### config.mk
export PLATFORM = sky130hd
export DESIGN_NAME = dcache_refill_engine
export DESIGN_NICKNAME = d
export VERILOG_FILES = /design/src/rtl/dcache_refill_engine.sv
export SDC_FILE = /design/constraint.sdc
export NUM_CORES = 1
export LEC_CHECK = 0
export ABC_AREA = 1
export BUFFER_PORTS_ARGS = -buffer_cell sky130_fd_sc_hd__buf_2
export CAP_MARGIN = 15
export CELL_PAD_IN_SITES_DETAIL_PLACEMENT = 1
export CELL_PAD_IN_SITES_GLOBAL_PLACEMENT = 1
export CORE_UTILIZATION = 35
export CTS_CLUSTER_DIAMETER = 150
export DETAILED_ROUTE_END_ITERATION = 10
export PLACE_DENSITY = 0.79
export SYNTH_ARGS = -nofsm -noshare
export SYNTH_HDL_FRONTEND = slang
export SYNTH_SLANG_ARGS = --single-unit
### constraint.sdc
create_clock -name clk -period 1.78 [get_ports clk]
set_clock_uncertainty 0.15 [all_clocks]
set_input_delay 0.089 -clock clk [delete_from_list [all_inputs] [get_ports clk]]
set_output_delay 0.089 -clock clk [all_outputs]
set_load 0.02 [all_outputs]
### src/rtl/dcache_refill_engine.sv
// ---------------------------------------------------------------------------
// dcache_refill_engine
//
// Responder end of the dCache miss-repair interface. A read or write miss
// request from the dCache controller optionally writes back the dirty victim
// line as a burst of BEAT_BITS-wide beats. It then fetches the missed line
// from memory as a burst of BEATS beats in ascending order from offset 0. The
// assembled line is returned with a one-cycle repair_resolved pulse.
//
// Ports
//   clk, rst                 clock (rising edge), asynchronous active-low reset
//   read_miss_repair,
//   write_miss_repair        miss request levels (either or both = one request)
//   missed_addr              byte address of the missed line
//   evict_valid/addr/data    dirty victim to write back before the refill
//   repair_resolved          1-cycle pulse, refill_data valid
//   refill_data              assembled line, held until the next refill
//   busy                     engine not idle
//   err_stray_beat           sticky: read beat seen outside a read burst
//   mem_req_*                burst request (valid/ready, we, line address)
//   mem_w*                   write beat channel (valid/ready, data)
//   mem_rvalid, mem_rdata    read beat channel, no backpressure
// ---------------------------------------------------------------------------
module dcache_refill_engine #(
    parameter int LINE_BITS = 256,
    parameter int BEAT_BITS = 32
) (
    input  logic                 clk,
    input  logic                 rst,
    input  logic                 read_miss_repair,
    input  logic                 write_miss_repair,
    input  logic [31:0]          missed_addr,
    input  logic                 evict_valid,
    input  logic [31:0]          evict_addr,
    input  logic [LINE_BITS-1:0] evict_data,
    output logic                 repair_resolved,
    output logic [LINE_BITS-1:0] refill_data,
    output logic                 busy,
    output logic                 err_stray_beat,
    output logic                 mem_req_valid,
    input  logic                 mem_req_ready,
    output logic                 mem_req_we,
    output logic [31:0]          mem_req_addr,
    output logic                 mem_wvalid,
    input  logic                 mem_wready,
    output logic [BEAT_BITS-1:0] mem_wdata,
    input  logic                 mem_rvalid,
    input  logic [BEAT_BITS-1:0] mem_rdata
);

    localparam int BEATS    = LINE_BITS / BEAT_BITS;
    localparam int CNT_W    = $clog2(BEATS);
    localparam int OFF_BITS = $clog2(LINE_BITS / 8);

    localparam logic [CNT_W-1:0] LAST_BEAT = CNT_W'(BEATS - 1);
    localparam logic [31:0]      LINE_MASK = ~((32'd1 << OFF_BITS) - 32'd1);

    typedef enum logic [2:0] {
        IDLE,
        WB_REQ,
        WB_DATA,
        RD_REQ,
        RD_DATA,
        RESOLVE,
        HOLDOFF
    } state_t;

    state_t                             state;
    logic [CNT_W-1:0]                   cnt;
    logic [31:0]                        miss_line;
    logic [BEATS-1:0][BEAT_BITS-1:0]    victim;
    logic [BEATS-1:0][BEAT_BITS-1:0]    refill_line;

    logic             req;
    logic [CNT_W-1:0] cnt_nx;

    assign req         = read_miss_repair | write_miss_repair;
    assign cnt_nx      = cnt + 1'b1;
    assign refill_data = refill_line;

    // All outputs are registered and loaded with the values for the state
    // being entered, so a reset clears them the instant it is asserted.
    always_ff @(posedge clk or negedge rst) begin
        if (!rst) begin
            state           <= IDLE;
            cnt             <= '0;
            miss_line       <= '0;
            victim          <= '0;
            refill_line     <= '0;
            repair_resolved <= 1'b0;
            busy            <= 1'b0;
            err_stray_beat  <= 1'b0;
            mem_req_valid   <= 1'b0;
            mem_req_we      <= 1'b0;
            mem_req_addr    <= '0;
            mem_wvalid      <= 1'b0;
            mem_wdata       <= '0;
        end else begin
            if (mem_rvalid && state != RD_DATA)
                err_stray_beat <= 1'b1;

            case (state)
                IDLE: begin
                    if (req) begin
                        miss_line     <= missed_addr & LINE_MASK;
                        busy          <= 1'b1;
                        mem_req_valid <= 1'b1;
                        if (evict_valid) begin
                            victim       <= evict_data;
                            mem_req_we   <= 1'b1;
                            mem_req_addr <= evict_addr & LINE_MASK;
                            state        <= WB_REQ;
                        end else begin
                            mem_req_we   <= 1'b0;
                            mem_req_addr <= missed_addr & LINE_MASK;
                            state        <= RD_REQ;
                        end
                    end
                end

                WB_REQ: begin
                    if (mem_req_ready) begin
                        mem_req_valid <= 1'b0;
                        mem_wvalid    <= 1'b1;
                        mem_wdata     <= victim[0];
                        cnt           <= '0;
                        state         <= WB_DATA;
                    end
                end

                // mem_wdata is preloaded with the next word as each beat is
                // accepted, so the beat on the bus always matches cnt.
                WB_DATA: begin
                    if (mem_wready) begin
                        if (cnt == LAST_BEAT) begin
                            mem_wvalid    <= 1'b0;
                            mem_wdata     <= '0;
                            mem_req_valid <= 1'b1;
                            mem_req_we    <= 1'b0;
                            mem_req_addr  <= miss_line;
                            cnt           <= '0;
                            state         <= RD_REQ;
                        end else begin
                            cnt       <= cnt_nx;
                            mem_wdata <= victim[cnt_nx];
                        end
                    end
                end

                RD_REQ: begin
                    if (mem_req_ready) begin
                        mem_req_valid <= 1'b0;
                        cnt           <= '0;
                        state         <= RD_DATA;
                    end
                end

                RD_DATA: begin
                    if (mem_rvalid) begin
                        refill_line[cnt] <= mem_rdata;
                        if (cnt == LAST_BEAT) begin
                            cnt             <= '0;
                            repair_resolved <= 1'b1;
                            state           <= RESOLVE;
                        end else begin
                            cnt <= cnt_nx;
                        end
                    end
                end

                RESOLVE: begin
                    repair_resolved <= 1'b0;
                    state           <= HOLDOFF;
                end

                // The dCache still shows its miss level in this cycle; it is
                // ignored so the same miss is not repaired twice.
                HOLDOFF: begin
                    busy  <= 1'b0;
                    state <= IDLE;
                end

                default: begin
                    state <= IDLE;
                end
            endcase
        end
    end

endmodule
Yosys cells after proc, flatten, opt, wreduce, memory -nomap -nowiden
Cells that the tools add are included.
{ "word_totals": {"output_inout_bits": 326, "wordCells": 112, "ff_bits": 615, "input_bits": 360} }
{ "op_classes": {"n_reduce_logical": 21, "bitwise_logic": 1, "eq_ne": 16, "mux": 43, "n_addsub": 1, "n_lt_le_gt_ge": 3} }
{ "op_table": {"columns": ["cell", "n"], "rows": [
  ["32-bit two-way mux", 9],
  ["256-bit bitwise mux", 1],
  ["32-bit case mux with 2 select lines", 2],
  ["32-bit binary-select mux with 3-bit select", 1],
  ["32-bit demux with 3-bit select", 1],
  ["3-bit two-way mux", 11],
  ["3-bit case mux with 6 select lines", 1],
  ["2-bit != test, second input constant", 7],
  ["3-bit == test, second input constant", 4],
  ["4-bit AND reduction", 3],
  ["1-bit two-way mux", 10],
  ["3-bit case mux with 3 select lines", 1],
  ["3-bit AND reduction", 3],
  ["3-bit by 4-bit less-than comparator with 1-bit output, second input constant", 2],
  ["1-bit case mux with 2 select lines", 4],
  ["2-bit nonzero test", 4],
  ["7-bit AND reduction", 1],
  ["3-bit by 2-bit == test with 1-bit output, second input constant", 2],
  ["2-bit AND reduction", 3],
  ["3-bit nonzero test", 2],
  ["5-bit AND reduction", 1],
  ["3-bit by 1-bit adder with 3-bit output, second input constant", 1],
  ["3-bit by 1-bit == test with 1-bit output, second input constant", 1],
  ["3-bit by 1-bit greater-or-equal comparator with 1-bit output, second input constant", 1],
  ["other kinds (8)", 9]
]} }

Logic depth before layout (Yosys ltp)
{ "logic_depth": {"depth_word": 6, "ltp_mapped": 12} }

Worst setup path after synthesis
OpenSTA, ideal clock, no wires.
{ "synth_timing": {"path_type": "reg-to-reg", "startpoint": "register cnt[0]", "endpoint": "register mem_wdata[3]", "path_buffers": 2, "path_slack_ns": -0.055, "required_ns": 1.506, "path_stages_with_launch": 9, "arrival_ns": 1.561, "setup_time_ns": 0.124, "cell_sequence": "dfrtp_1 ha_1 ha_1 clkbuf_1 inv_1 clkbuf_1 nand3_1 nand3_1 a21oi_1"} }
{ "synth_via": {"elab_chain_cells": 6, "elab_cells_between_ends": 7, "classes_between": "1 x add/sub; 1 x eq/ne; 5 x mux"} }
{ "synth_rtl": {"columns": ["element", "line", "rtl"], "rows": [
  ["from (decl)", "69", "logic [CNT_W-1:0] cnt;"],
  ["from (signal assigned)", "144", "cnt <= cnt_nx;"],
  ["from (signal assigned)", "166", "cnt <= cnt_nx;"],
  ["3-bit by 1-bit adder with 3-bit output", "78", "assign cnt_nx = cnt + 1'b1;"],
  ["32-bit binary-select mux with 3-bit select", "145", "mem_wdata <= victim[cnt_nx];"],
  ["32-bit two-way mux (not written as such)", "145", null],
  ["32-bit two-way mux (*)", "135", "if (cnt == LAST_BEAT) begin"],
  ["32-bit two-way mux (*)", "134", "if (mem_wready) begin"],
  ["32-bit case mux with 2 select lines (*)", "102", "case (state)"],
  ["to (signal assigned)", "125", "mem_wdata <= victim[0];"],
  ["to (signal assigned)", "145", null],
  ["to (decl)", "46", "output logic [BEAT_BITS-1:0] mem_wdata,"]
]} }
Every way passes the cells marked *; elsewhere a longest branch is shown, timed or not. The select of a mux whose other input is x is not followed.
A chain may end at the register's enable or synchronous reset.

Worst setup path after layout
{ "layout_timing": {"startpoint": "register state[1]", "endpoint": "register refill_line, in the netlist refill_data[137]"} }
{ "layout_via": {"elab_chain_cells": 2} }
{ "layout_rtl": {"columns": ["element", "line", "rtl"], "rows": [
  ["from (decl)", "68", "state_t state;"],
  ["from (signal assigned)", "85", "state <= IDLE;"],
  ["from (signal assigned)", "112", "state <= WB_REQ;"],
  ["from (signal assigned)", "116", "state <= RD_REQ;"],
  ["3-bit == test", "102", null],
  ["2-bit AND reduction (no line)", null, null],
  ["to (signal, indexed assignment)", "160", "refill_line[cnt] <= mem_rdata;"],
  ["to (decl)", "72", "logic [BEATS-1:0][BEAT_BITS-1:0] refill_line;"]
]} }
Every way passes these cells.

==> impl_metrics.ini <==
[floorplanning]
die_area_sq_um = 79140
die_x_microns = 281.3
num_rows = 102
num_io_pins = 686
floorplan.initialDensity_pct = 35.31
core_sq_um = 77340
die_height_microns = 281.3

[global_route]
track_usage_pct = 35.58
first_pass_grt_wire_length_microns = 208900
global_route.overflow_total = 0
grt_antenna_before_repair = 33
grt_start_max_net_pins = 97
via_count_of_the_first_global_routing_pass = 32920

[sta]
worst_slew_pin_tran_ns = 0.6302
setup_violations = 602
maxClockFrequency_ghz = 0.4289
fin_worst_hold_slack_ns = 0.08259
finalCriticalPeriod_ns = 2.331
rsz0062_at_grt = yes
layout_worst_path_cycle_share_pct = 131.0
timing.final.max_slew_violations = 0
worst_slack_ns = -0.5513
hold_violations = 0
max-slew-margin-rel_pct = 57.99

[pwr]
internal-power_w = 0.04527
irDropWorstVdd_mv = 0.8577
p_clk_share_pct = 19.0
static-leakage-power_nw = 23.17
fraction_of_power_spent_switching_nets_pct = 45.82
finalPower_w = 0.08355
total_switching_power_w = 0.03828
power-per-cell-area_nw_per_um2 = 1905
p_comb_share_pct = 50.4
relative_contribution_of_sequential_cells_to_total_power_pct = 30.7

[yosys]
post_synth_inst_count = 3343
synth.distinct_cells = 30
yosysWarningCount = 0
ys_seq_elements = 610
synth-seq-area-share_pct = 55.90
syn_area_per_cell_sq_um = 8.169
post_synth_instance_area_sq_um = 27310

[worst_setup_path]
worst-endpoint-arrival_ns = 2.67
worst-endpoint-required_ns = 2.12
critical_path.endpoint_type = flip-flop
critical_path_peak_fanout = 6
start_kind = flip-flop
timing_worst_setup_path_type = reg -> reg

[drt]
post-route-drc-count = 0
detailedRoute.firstIterationViolations = 3143
wl_per_cell_microns = 28.55
viasPerCell = 5.564
number_of_nets_still_failing_antenna_checks_after_routing = 0
wl_microns = 162100
routed-via-count = 31590
drt_pass1_iterations = 9

[clock_network]
cts.sink_count = 610
cts.reportedPaths.clkPinSlew_ns = 0.07
cts_buffers = 71
cts_max_path_buffers = 3
clk-insertion-delay-late_ns = 0.63
cts_root_buf = sky130_fd_sc_hd__clkbuf_16
cts_htree_levels = 3
cts_tree = built

[placement]
place.detailed.hpwl_microns = 76960
place_worst_setup_slack_ns = -0.2719
io_buffer_count = 670
place.gp.congestion = 0.8640

[finish]
post-route-util_pct = 56.72
area_growth_syn_to_layout_pct = 60.65
ratio_of_cells_with_drive_above_1_in_the_final_layout_pct = 31.37
nNetsFinal = 4919

[outcome]
failed_checks = setup timing
outcome = complete, but fails checks

[hold_path]
worstHoldPathType = in -> reg

[job]
cap_viol_max_count = 0
sequential cells by signal (all words and copies together) (netlist names), 3 cells and up:
signal and count:
cnt 3, mem_req_addr 27, refill_data 256, victim 256, state 3, mem_wdata 32, miss_line 27
metal layers:
metal  part of all wire [%]  vias to the layer above  GRT usage (%)
li1                       -                    12790              -
met1                     32                    15450          36.84
met2                     48                     2291          61.85
met3                    9.5                     1033          8.480
met4                     10                       16          28.07
met5                  0.067                        -              0
worst paths after layout:
path / cells after the start / slack [ns] / from / endpoint
hold / removal: 6 / 0.08 / evict_valid / mem_req_addr[10]
setup / recovery: 12 / -0.55 / state[1] / refill_data[137]
min in group asynchronous: 3 / 0.11 / rst / victim[8]
setup reg to reg: 12 / -0.55 / state[1] / refill_data[137]
max in group asynchronous: 3 / 0.67 / rst / refill_data[230]
hold reg to reg: 2 / 0.32 / mem_req_addr[24] / mem_req_addr[24]
cell families (layout without fill, tap and decap cells):
kind of cell	after synthesis	in the layout	share of synthesized area (%)
adders and majority gates	2	2	0.09162
and+or+nand+nor	1363	1365	20.33
other	1	35	0.01373
DFF	610	610	55.90
buffers and inverters	747	2005	12.03
AOI/OAI and AO/OA	620	620	11.64
power groups by stage:
stage               logic, W  registers (W)  clock network [W]
finish                0.0421         0.0256             0.0159
global route          0.0441         0.0258             0.0165
CTS                   0.0367         0.0242             0.0156
detailed placement    0.0292         0.0241                  0
global placement      0.0283         0.0239                  0
floorplan             0.0142         0.0266                  0
stage by stage:
stage / setup TNS (ns) / cell area [sq um] / instances
final: -91.08 / 43870 / 5677
after CTS: -44.66 / 42070 / 5604
after global routing: -133.70 / 43840 / 5666
after detailed placement: -51.35 / 32390 / 4985
after floorplan: -0.1791 / 27340 / 3347
after global placement: -28.10 / 32390 / 4985
layout by cell type, fill, tap and decap left out, types with 27 or more instances in the layout:
cell type,synthesis,final
sky130_fd_sc_hd__nand3_1,205,172
sky130_fd_sc_hd__buf_16,0,53
sky130_fd_sc_hd__o21ai_0,79,70
sky130_fd_sc_hd__diode_2,0,30
sky130_fd_sc_hd__o21ai_1,244,203
sky130_fd_sc_hd__a21oi_2,0,93
sky130_fd_sc_hd__nand2_2,2,49
sky130_fd_sc_hd__buf_2,70,669
sky130_fd_sc_hd__buf_12,0,89
sky130_fd_sc_hd__buf_6,38,27
sky130_fd_sc_hd__dfrtp_1,610,608
sky130_fd_sc_hd__nand2_1,849,770
sky130_fd_sc_hd__inv_1,545,538
sky130_fd_sc_hd__buf_4,28,75
sky130_fd_sc_hd__nor2_4,2,34
sky130_fd_sc_hd__nor2_2,1,30
sky130_fd_sc_hd__o21ai_2,9,51
sky130_fd_sc_hd__nor2_1,292,231
sky130_fd_sc_hd__clkbuf_16,0,98
sky130_fd_sc_hd__dlygate4sd3_1,0,370
sky130_fd_sc_hd__nand2_4,0,28
sky130_fd_sc_hd__a21oi_1,258,159
worst max-delay path, stage by stage, from the launching register on:
cell and delay, ns:
sky130_fd_sc_hd__dfrtp_1 0.43, sky130_fd_sc_hd__clkinv_4 0.08, sky130_fd_sc_hd__nand2_4 0.06, sky130_fd_sc_hd__buf_6 0.12
sky130_fd_sc_hd__nor2_4 0.10, sky130_fd_sc_hd__buf_12 0.14, sky130_fd_sc_hd__nand2_8 0.08, sky130_fd_sc_hd__buf_6 0.15
sky130_fd_sc_hd__nor2_8 0.15, sky130_fd_sc_hd__buf_12 0.16, sky130_fd_sc_hd__clkbuf_16 0.15, sky130_fd_sc_hd__nor2_1 0.07
sky130_fd_sc_hd__a21oi_1 0.37
area by class of cell:
type                            count  area (sq um)
Sequential cell                   610         15270
Antenna cell                       30         75.07
Tap cell                         1040          1301
Clock inverter                     32         426.7
Inverter                          550          2092
Multi-Input combinational cell   1992         10440
Fill cell                        8827         33470
Clock buffer                       91          1983
Timing Repair Buffer             1332         12280
synthesized netlist by cell type:
library cell | n | share of area, %
sky130_fd_sc_hd__a31oi_1 | 27 | 0.62
sky130_fd_sc_hd__o21ai_2 | 9 | 0.29
sky130_fd_sc_hd__buf_1 | 19 | 0.26
sky130_fd_sc_hd__nand2_2 | 2 | 0.046
sky130_fd_sc_hd__nand2_1 | 849 | 12
sky130_fd_sc_hd__clkbuf_1 | 42 | 0.58
sky130_fd_sc_hd__clkinv_2 | 2 | 0.037
sky130_fd_sc_hd__or2_1 | 2 | 0.046
sky130_fd_sc_hd__inv_2 | 3 | 0.041
sky130_fd_sc_hd__buf_4 | 28 | 0.77
sky130_fd_sc_hd__nand3_1 | 205 | 3.8
sky130_fd_sc_hd__o31ai_1 | 1 | 0.028
sky130_fd_sc_hd__dfrtp_1 | 610 | 56
sky130_fd_sc_hd__nor2_2 | 1 | 0.023
sky130_fd_sc_hd__a21oi_1 | 258 | 4.7
sky130_fd_sc_hd__nor2_4 | 2 | 0.082
sky130_fd_sc_hd__or2_2 | 1 | 0.023
sky130_fd_sc_hd__o22a_1 | 1 | 0.032
sky130_fd_sc_hd__nand2_8 | 1 | 0.073
sky130_fd_sc_hd__nor2_8 | 7 | 0.51
sky130_fd_sc_hd__o21bai_1 | 1 | 0.028
sky130_fd_sc_hd__conb_1 | 1 | 0.014
sky130_fd_sc_hd__inv_1 | 545 | 7.5
sky130_fd_sc_hd__ha_1 | 2 | 0.092
sky130_fd_sc_hd__nor2_1 | 292 | 4.0
sky130_fd_sc_hd__o21ai_1 | 244 | 4.5
sky130_fd_sc_hd__nand4_4 | 1 | 0.078
sky130_fd_sc_hd__o21ai_0 | 79 | 1.4
sky130_fd_sc_hd__buf_2 | 70 | 1.3
sky130_fd_sc_hd__buf_6 | 38 | 1.6
timing repair:
item	CTS	global route
hold buffers	370	0
hold endpoints to repair	1188	0
gates cloned	62	38
gates resized for setup	321	271
pin swaps	29	33
setup buffers	64	17
setup endpoints to repair	551	609
Note: power is estimated with default switching activity, not from simulation.
